--- config.mk ---
export PLATFORM = sky130hd
export DESIGN_NAME = im_loader
export DESIGN_NICKNAME = d
export VERILOG_FILES = /design/src/rtl/im_loader.sv
export SDC_FILE = /design/constraint.sdc
export NUM_CORES = 1
export LEC_CHECK = 0
export CAP_MARGIN = 10
export CORE_MARGIN = 4
export CORE_UTILIZATION = 29
export DETAILED_ROUTE_END_ITERATION = 6
export PLACE_DENSITY = 0.48
export REMOVE_ABC_BUFFERS = 1
export SLEW_MARGIN = 15
export SYNTH_ARGS = -nofsm -noshare
export SYNTH_HDL_FRONTEND = slang
export SYNTH_SLANG_ARGS = --single-unit
--- constraint.sdc ---
create_clock -name clk -period 4.3 [get_ports clk]
set_input_delay 1.075 -clock clk [delete_from_list [all_inputs] [get_ports clk]]
set_output_delay 1.075 -clock clk [all_outputs]
set_load 0.02 [all_outputs]
--- src/rtl/im_loader.sv ---
// Instruction-memory loader: packs a valid/ready byte stream into big-endian 32-bit words
// and writes them to consecutive word addresses from 0, holding busy until the load ends.
module im_loader #(
  parameter int unsigned ADDR_W    = 10,
  parameter int unsigned MAX_WORDS = 1024
) (
  input  logic              clk,
  input  logic              rst,
  input  logic              start,
  input  logic [ADDR_W:0]   len_words,
  input  logic [7:0]        byte_in,
  input  logic              byte_valid,
  output logic              byte_ready,
  output logic              im_we,
  output logic [ADDR_W-1:0] im_addr,
  output logic [31:0]       im_din,
  output logic              busy,
  output logic              done,
  output logic [ADDR_W:0]   word_count
);

  localparam logic [ADDR_W:0] MaxLen = (ADDR_W+1)'(MAX_WORDS);

  typedef enum logic [1:0] {StIdle, StRecv, StWrite, StDone} state_e;

  state_e            state_q, state_d;
  logic [ADDR_W:0]   len_q, len_d;
  logic [ADDR_W:0]   cnt_q, cnt_d;
  logic [ADDR_W-1:0] addr_q, addr_d;
  logic [31:0]       din_q, din_d;
  logic [1:0]        idx_q, idx_d;
  logic              done_q, done_d;
  logic              we_q, we_d;
  logic [ADDR_W:0]   len_clamp;
  logic [ADDR_W:0]   cnt_inc;

  assign len_clamp = (len_words > MaxLen) ? MaxLen : len_words;
  assign cnt_inc   = cnt_q + 1'b1;

  always_comb begin
    state_d    = state_q;
    len_d      = len_q;
    cnt_d      = cnt_q;
    addr_d     = addr_q;
    din_d      = din_q;
    idx_d      = idx_q;
    done_d     = done_q;
    byte_ready = 1'b0;
    busy       = 1'b0;

    unique case (state_q)
      StIdle: begin
        if (start) begin
          len_d   = len_clamp;
          done_d  = 1'b0;
          cnt_d   = '0;
          addr_d  = '0;
          idx_d   = '0;
          state_d = (len_clamp == '0) ? StDone : StRecv;
        end
      end
      StRecv: begin
        byte_ready = 1'b1;
        busy       = 1'b1;
        if (byte_valid) begin
          // First byte of a word lands in the most significant lane.
          unique case (idx_q)
            2'd0: din_d[31:24] = byte_in;
            2'd1: din_d[23:16] = byte_in;
            2'd2: din_d[15:8]  = byte_in;
            2'd3: din_d[7:0]   = byte_in;
            default: ;
          endcase
          idx_d = idx_q + 2'd1;
          if (idx_q == 2'd3) begin
            state_d = StWrite;
          end
        end
      end
      StWrite: begin
        busy  = 1'b1;
        cnt_d = cnt_inc;
        idx_d = '0;
        if (cnt_inc == len_q) begin
          state_d = StDone;
        end else begin
          addr_d  = addr_q + 1'b1;
          state_d = StRecv;
        end
      end
      StDone: begin
        done_d  = 1'b1;
        state_d = StIdle;
      end
      default: state_d = StIdle;
    endcase

    we_d = (state_d == StWrite);
  end

  always_ff @(posedge clk or posedge rst) begin
    if (rst) begin
      state_q <= StIdle;
      len_q   <= '0;
      cnt_q   <= '0;
      addr_q  <= '0;
      din_q   <= '0;
      idx_q   <= '0;
      done_q  <= 1'b0;
      we_q    <= 1'b0;
    end else begin
      state_q <= state_d;
      len_q   <= len_d;
      cnt_q   <= cnt_d;
      addr_q  <= addr_d;
      din_q   <= din_d;
      idx_q   <= idx_d;
      done_q  <= done_d;
      we_q    <= we_d;
    end
  end

  assign im_we      = we_q;
  assign im_addr    = addr_q;
  assign im_din     = din_q;
  assign done       = done_q;
  assign word_count = cnt_q;

endmodule

* Word level (Yosys, flattened, before mapping)
Cells that the tools add are included.
Widths: inputs -> output; s select.
** Word-level totals
- Bits in registers :: 70
- Bits of input ports :: 23
- Output and inout port bits :: 57
- Word-level logic and storage cells :: 61
** Cells by class
- Equal/unequal tests :: 11
- Reductions and logical operators :: 16
- Multiplexer cells :: 19
- Magnitude comparators :: 1
- Add/sub/neg operators :: 3
** Operators with widths (number)
- $mux 11 :: 2
- $pmux 11 s2 :: 1
- $mux 10 :: 2
- $pmux 10 s2 :: 1
- $reduce_and 3->1 :: 6
- $mux 2 :: 7
- $add 11x1->11 const B :: 1
- $eq 11x11->1 :: 1
- $gt 11x11->1 const B :: 1
- $logic_not 11->1 :: 1
- $add 10x1->10 const B :: 1
- $eq 2x2->1 const B :: 5
- $pmux 2 s4 :: 1
- $ne 2x2->1 const B :: 3
- $pmux 2 s3 :: 1
- $reduce_and 2->1 :: 3
- $eq 2x1->1 const B :: 2
- $logic_not 2->1 :: 2
- $reduce_bool 2->1 :: 2
- $mux 1 :: 3
- $reduce_bool 3->1 :: 1
- $add 2x1->2 const B :: 1
- $pmux 1 s2 :: 1
- $reduce_or 2->1 :: 1

* Longest topological paths before layout
- Depth after elaboration :: 7
- Mapped depth :: 9
- Depth with buffers taken out :: 8

* Worst setup path after synthesis
Ideal clock, no wire load.
- Path kind :: flip-flop to flip-flop
- Start :: register cnt_q[0] (netlist: word_count[0])
- End :: register addr_q[4] (netlist: im_addr[4])
- Arrival :: 2.269 ns
- Period minus slack after synthesis :: 2.393 ns
- Setup time :: 0.124 ns
- Buffers on the path :: 0
- Slack :: 1.907 ns
- Required time :: 4.176 ns
- Cell stages (with the launch flop) :: 9
- Cell sequence :: dfrtp_1 -> ha_1 -> nand3_1 -> a2bb2oi_1 -> nor4_1 -> nand4_1 -> o21ai_4 -> nor4b_1 -> a211o_1
** On the way
- Cells in the longest elaborated chain, start to end :: 4
** Ends and longest elaborated chain
- start, declared :: RTL line 28 : logic [ADDR_W:0] cnt_q, cnt_d;
- start signal, assigned :: RTL line 114 : cnt_q <= cnt_d;
- $add 11x1->11 :: RTL line 38 : assign cnt_inc = cnt_q + 1'b1;
- $eq 11x11->1 :: RTL line 84 : if (cnt_inc == len_q) begin
- $ne 2x2->1 (no line)
- $reduce_and 3->1 (no line)
- end signal, assigned :: RTL line 115 : addr_q <= addr_d;
- end, declared :: RTL line 29 : logic [ADDR_W-1:0] addr_q, addr_d;
No other way between the ends.
A chain may end at the register's enable or synchronous reset.

* Worst setup path after layout
- Start :: register state_q[1]
- End :: output byte_ready
** On the way
- Cells in the longest elaborated chain, start to end :: 2
** Ends and longest elaborated chain
- start, declared :: RTL line 26 : state_e state_q, state_d;
- start signal, assigned :: RTL line 103 : state_q <= StIdle;
- start signal, assigned :: RTL line 112 : state_q <= state_d;
- $eq 2x1->1 :: RTL line 51 : unique case (state_q)
- $mux 1 :: RTL line 51
- end, declared :: RTL line 13 : output logic byte_ready,
No other way between the ends.

==> flow_summary.toml <==
[run_status]
status = "finished, final reports clean"

[route]
vias = 2731
ant_nets = 0
first_iter_violations = 158
via_per_inst = 4.93
wirelength_mm = 8.67
routedWlPerCell_um = 15.7
drc = 0
drt_pre_antenna_iters = 5

[power]
cellLeakagePower_nw = 2.04
peakVddDrop_uv = 178
power_density_mw_per_mm2 = 601

[finish]
fin_util_pct = 40.9
final_layout_size_suffix_gt1_share_pct = 14.6
syn2layout_area_growth_pct = 36.4
diodes = 0
nNetsFinal = 439

[worst_setup_path]
path_class = "reg2out"
slowest_stage = "clkdlybuf4s50_1"
worst_path_largest_cell_delay_ns = 0.70
endpoint_kind = "output port"
start_kind = "flip-flop"
critPathArrivalTime_ns = 1.91
critPathBufInv = 2
required_ns = 3.22
path_cells = "inv_1, ha_1, clkdlybuf4s50_1"
path_max_fanout = 10
crit_family = "buffers and inverters"

[cts]
hold_buffers = 0
cts.reportedPaths.clkPinSlew_ns = 0.06
clockRootBuffer = "clkbuf_16"
cts.htree.levels = 3
cts_tree = "built"
cts_resized = 0
numCtsBuffers = 9
clkSinkCount = 70
cts.path.max_buffers = 2
clk_latency_ns = 0.34
postCtsSetupRepairBufs = 0

[yosys]
synth_warnings = 0
ys_seq_area_share_pct = 50.3
synth_edf_count = 0
synth_ff_type = "dfrtp_1"
synth_area_leaders = "dfrtp_1, mux2_2, nand2_1, o21ai_0, ha_1"
synth-seq-cells = 70
synth.top_cell.area_share_pct = 50.3
yosys-top-cells-count = "dfrtp_1, nand2_1, mux2_2, o21ai_0"
yosysMostFrequentCell = "dfrtp_1"
syn-mean-instance-area_sq_um = 10.8
synth_area_leader_cell = "dfrtp_1"
async_flop_share_pct = 100
synth_cell_type_count = 46
synth_area_sq_mm = 0.00349
synth_cells = 324

[die]
dieWidth_um = 118
dieArea_sq_mm = 0.0138
io_pins = 80
fp.dieH_um = 118
fp-row-count = 39
start_util_pct = 30.0
core_area_sq_mm = 0.0116

[sta]
drv_slew = 0
clock_skew_ns = 0.00687
period_share_pct = 69.3
timing.fmax_mhz = 336
setup-tns-final_ns = 0
tightest_slew_ns = 0.728
max_slew_margin_pct = 51.0
hold_ws_ns = 0.502
finalHoldViolCount = 0
finalSetupViolCount = 0
rsz0062_at_grt = "false"
period_needed_ns = 2.98

[flow_run]
drv_cap = 0

[grt]
grt_pass1_vias = 2788
grtUsageTotal_pct = 13.0
grt-ovfl-total = 0
grt_max_degree = 39
grt_pass1_wl_mm = 14.7
antenna_found_initial = 0

[placed_design]
port_buffers = 79
hpwl_mm = 6.28
gp_congestion = 0.751

[hold_path]
hold_path_class = "reg2reg"
cell usage in the layout, fill, tap and decap left out, types with 3 or more instances in the layout:
cell             netlist  routed
nand3_1               18      18
nor3_1                 5       5
xnor2_1                8       8
or3_1                  3       3
nand2_1               35      35
ha_1                  10      10
mux2_2                33      33
nand3b_1               3       3
nor4_1                 3       3
xor2_1                 7       7
inv_1                  9       8
dfrtp_1               70      70
a21oi_1               10      10
inv_6                  0       3
o31ai_1                4       4
clkdlybuf4s50_1        0      79
buf_4                  0       3
clkbuf_16              0       9
nand4_1                3       3
nor2_1                18      18
a22o_1                 8       8
nand2b_1              10      10
o21ai_0               26      26
where the power goes:
group | internal (mW) | switching (mW)
registers | 0.859 | 0.130
clock network | 0.516 | 0.313
logic | 0.516 | 0.520
total | 1.89 | 0.964
cell families (layout without fill, tap and decap cells):
logic type,after synthesis,count (layout),synth area share [%]
adder cells (fa/ha/maj),10,10,3.59
AND/OR/NAND/NOR,111,111,16.4
XOR/XNOR,16,16,4.42
AO/OA/AOI/OAI,64,64,12.2
buffers and inverters,20,107,2.48
multiplexers,33,33,10.7
flip-flops,70,70,50.3
area by class of cell:
cell class	instances	area, sq um
Tap cell	143	179
Sequential cell	70	1750
Inverter	9	33.8
Multi-Input combinational cell	234	1650
Clock buffer	9	225
Fill cell	1162	6860
Clock inverter	7	104
Timing Repair Buffer	82	813
routing by layer:
layer	wire length [um]	global-route usage, %	up-vias
met1	4170	17.7	1290
met5	0	0	-
met2	3920	20.1	86
met3	436	2.88	12
met4	137	5.27	0
li1	-	-	1343
path summary, 6_finish.rpt:
check,cells past startpoint,start,endpoint,slack [ns]
min,2,len_q[9],len_q[9],0.50
max,3,state_q[1],byte_ready,1.32
max in group asynchronous,3,rst,im_addr[4],2.53
min reg2reg,2,len_q[9],len_q[9],0.50
min in group asynchronous,2,rst,im_din[24],0.98
max reg2reg,7,state_q[0],im_addr[9],1.39
stage by stage:
stage               total power [mW]  instance area [sq um]  setup slack, ns  std cells
floorplan                       1.59                   3430             1.46        313
global placement                2.04                   4430             1.28        538
detailed placement              2.05                   4430             1.22        538
CTS                             2.89                   4750             1.30        554
global route                    3.03                   4750             1.05        554
finish                          2.86                   4750             1.32        554
registers in the layout, summed over array words and instances (netlist names):
register,flops
im_din,32
len_q,11
word_count,11
im_addr,10
idx_q,2
state_q,2
done,1
im_we,1
worst register-to-register path: cells and delay by family, from the launching register on:
kind | cells | cell delay [ns]
simple gates | 2 | 0.56
flops | 1 | 0.42
buf+inv | 2 | 0.37
fa+ha+maj | 1 | 0.54
compound gates | 2 | 0.97
Note: power is estimated with default switching activity, not from simulation.
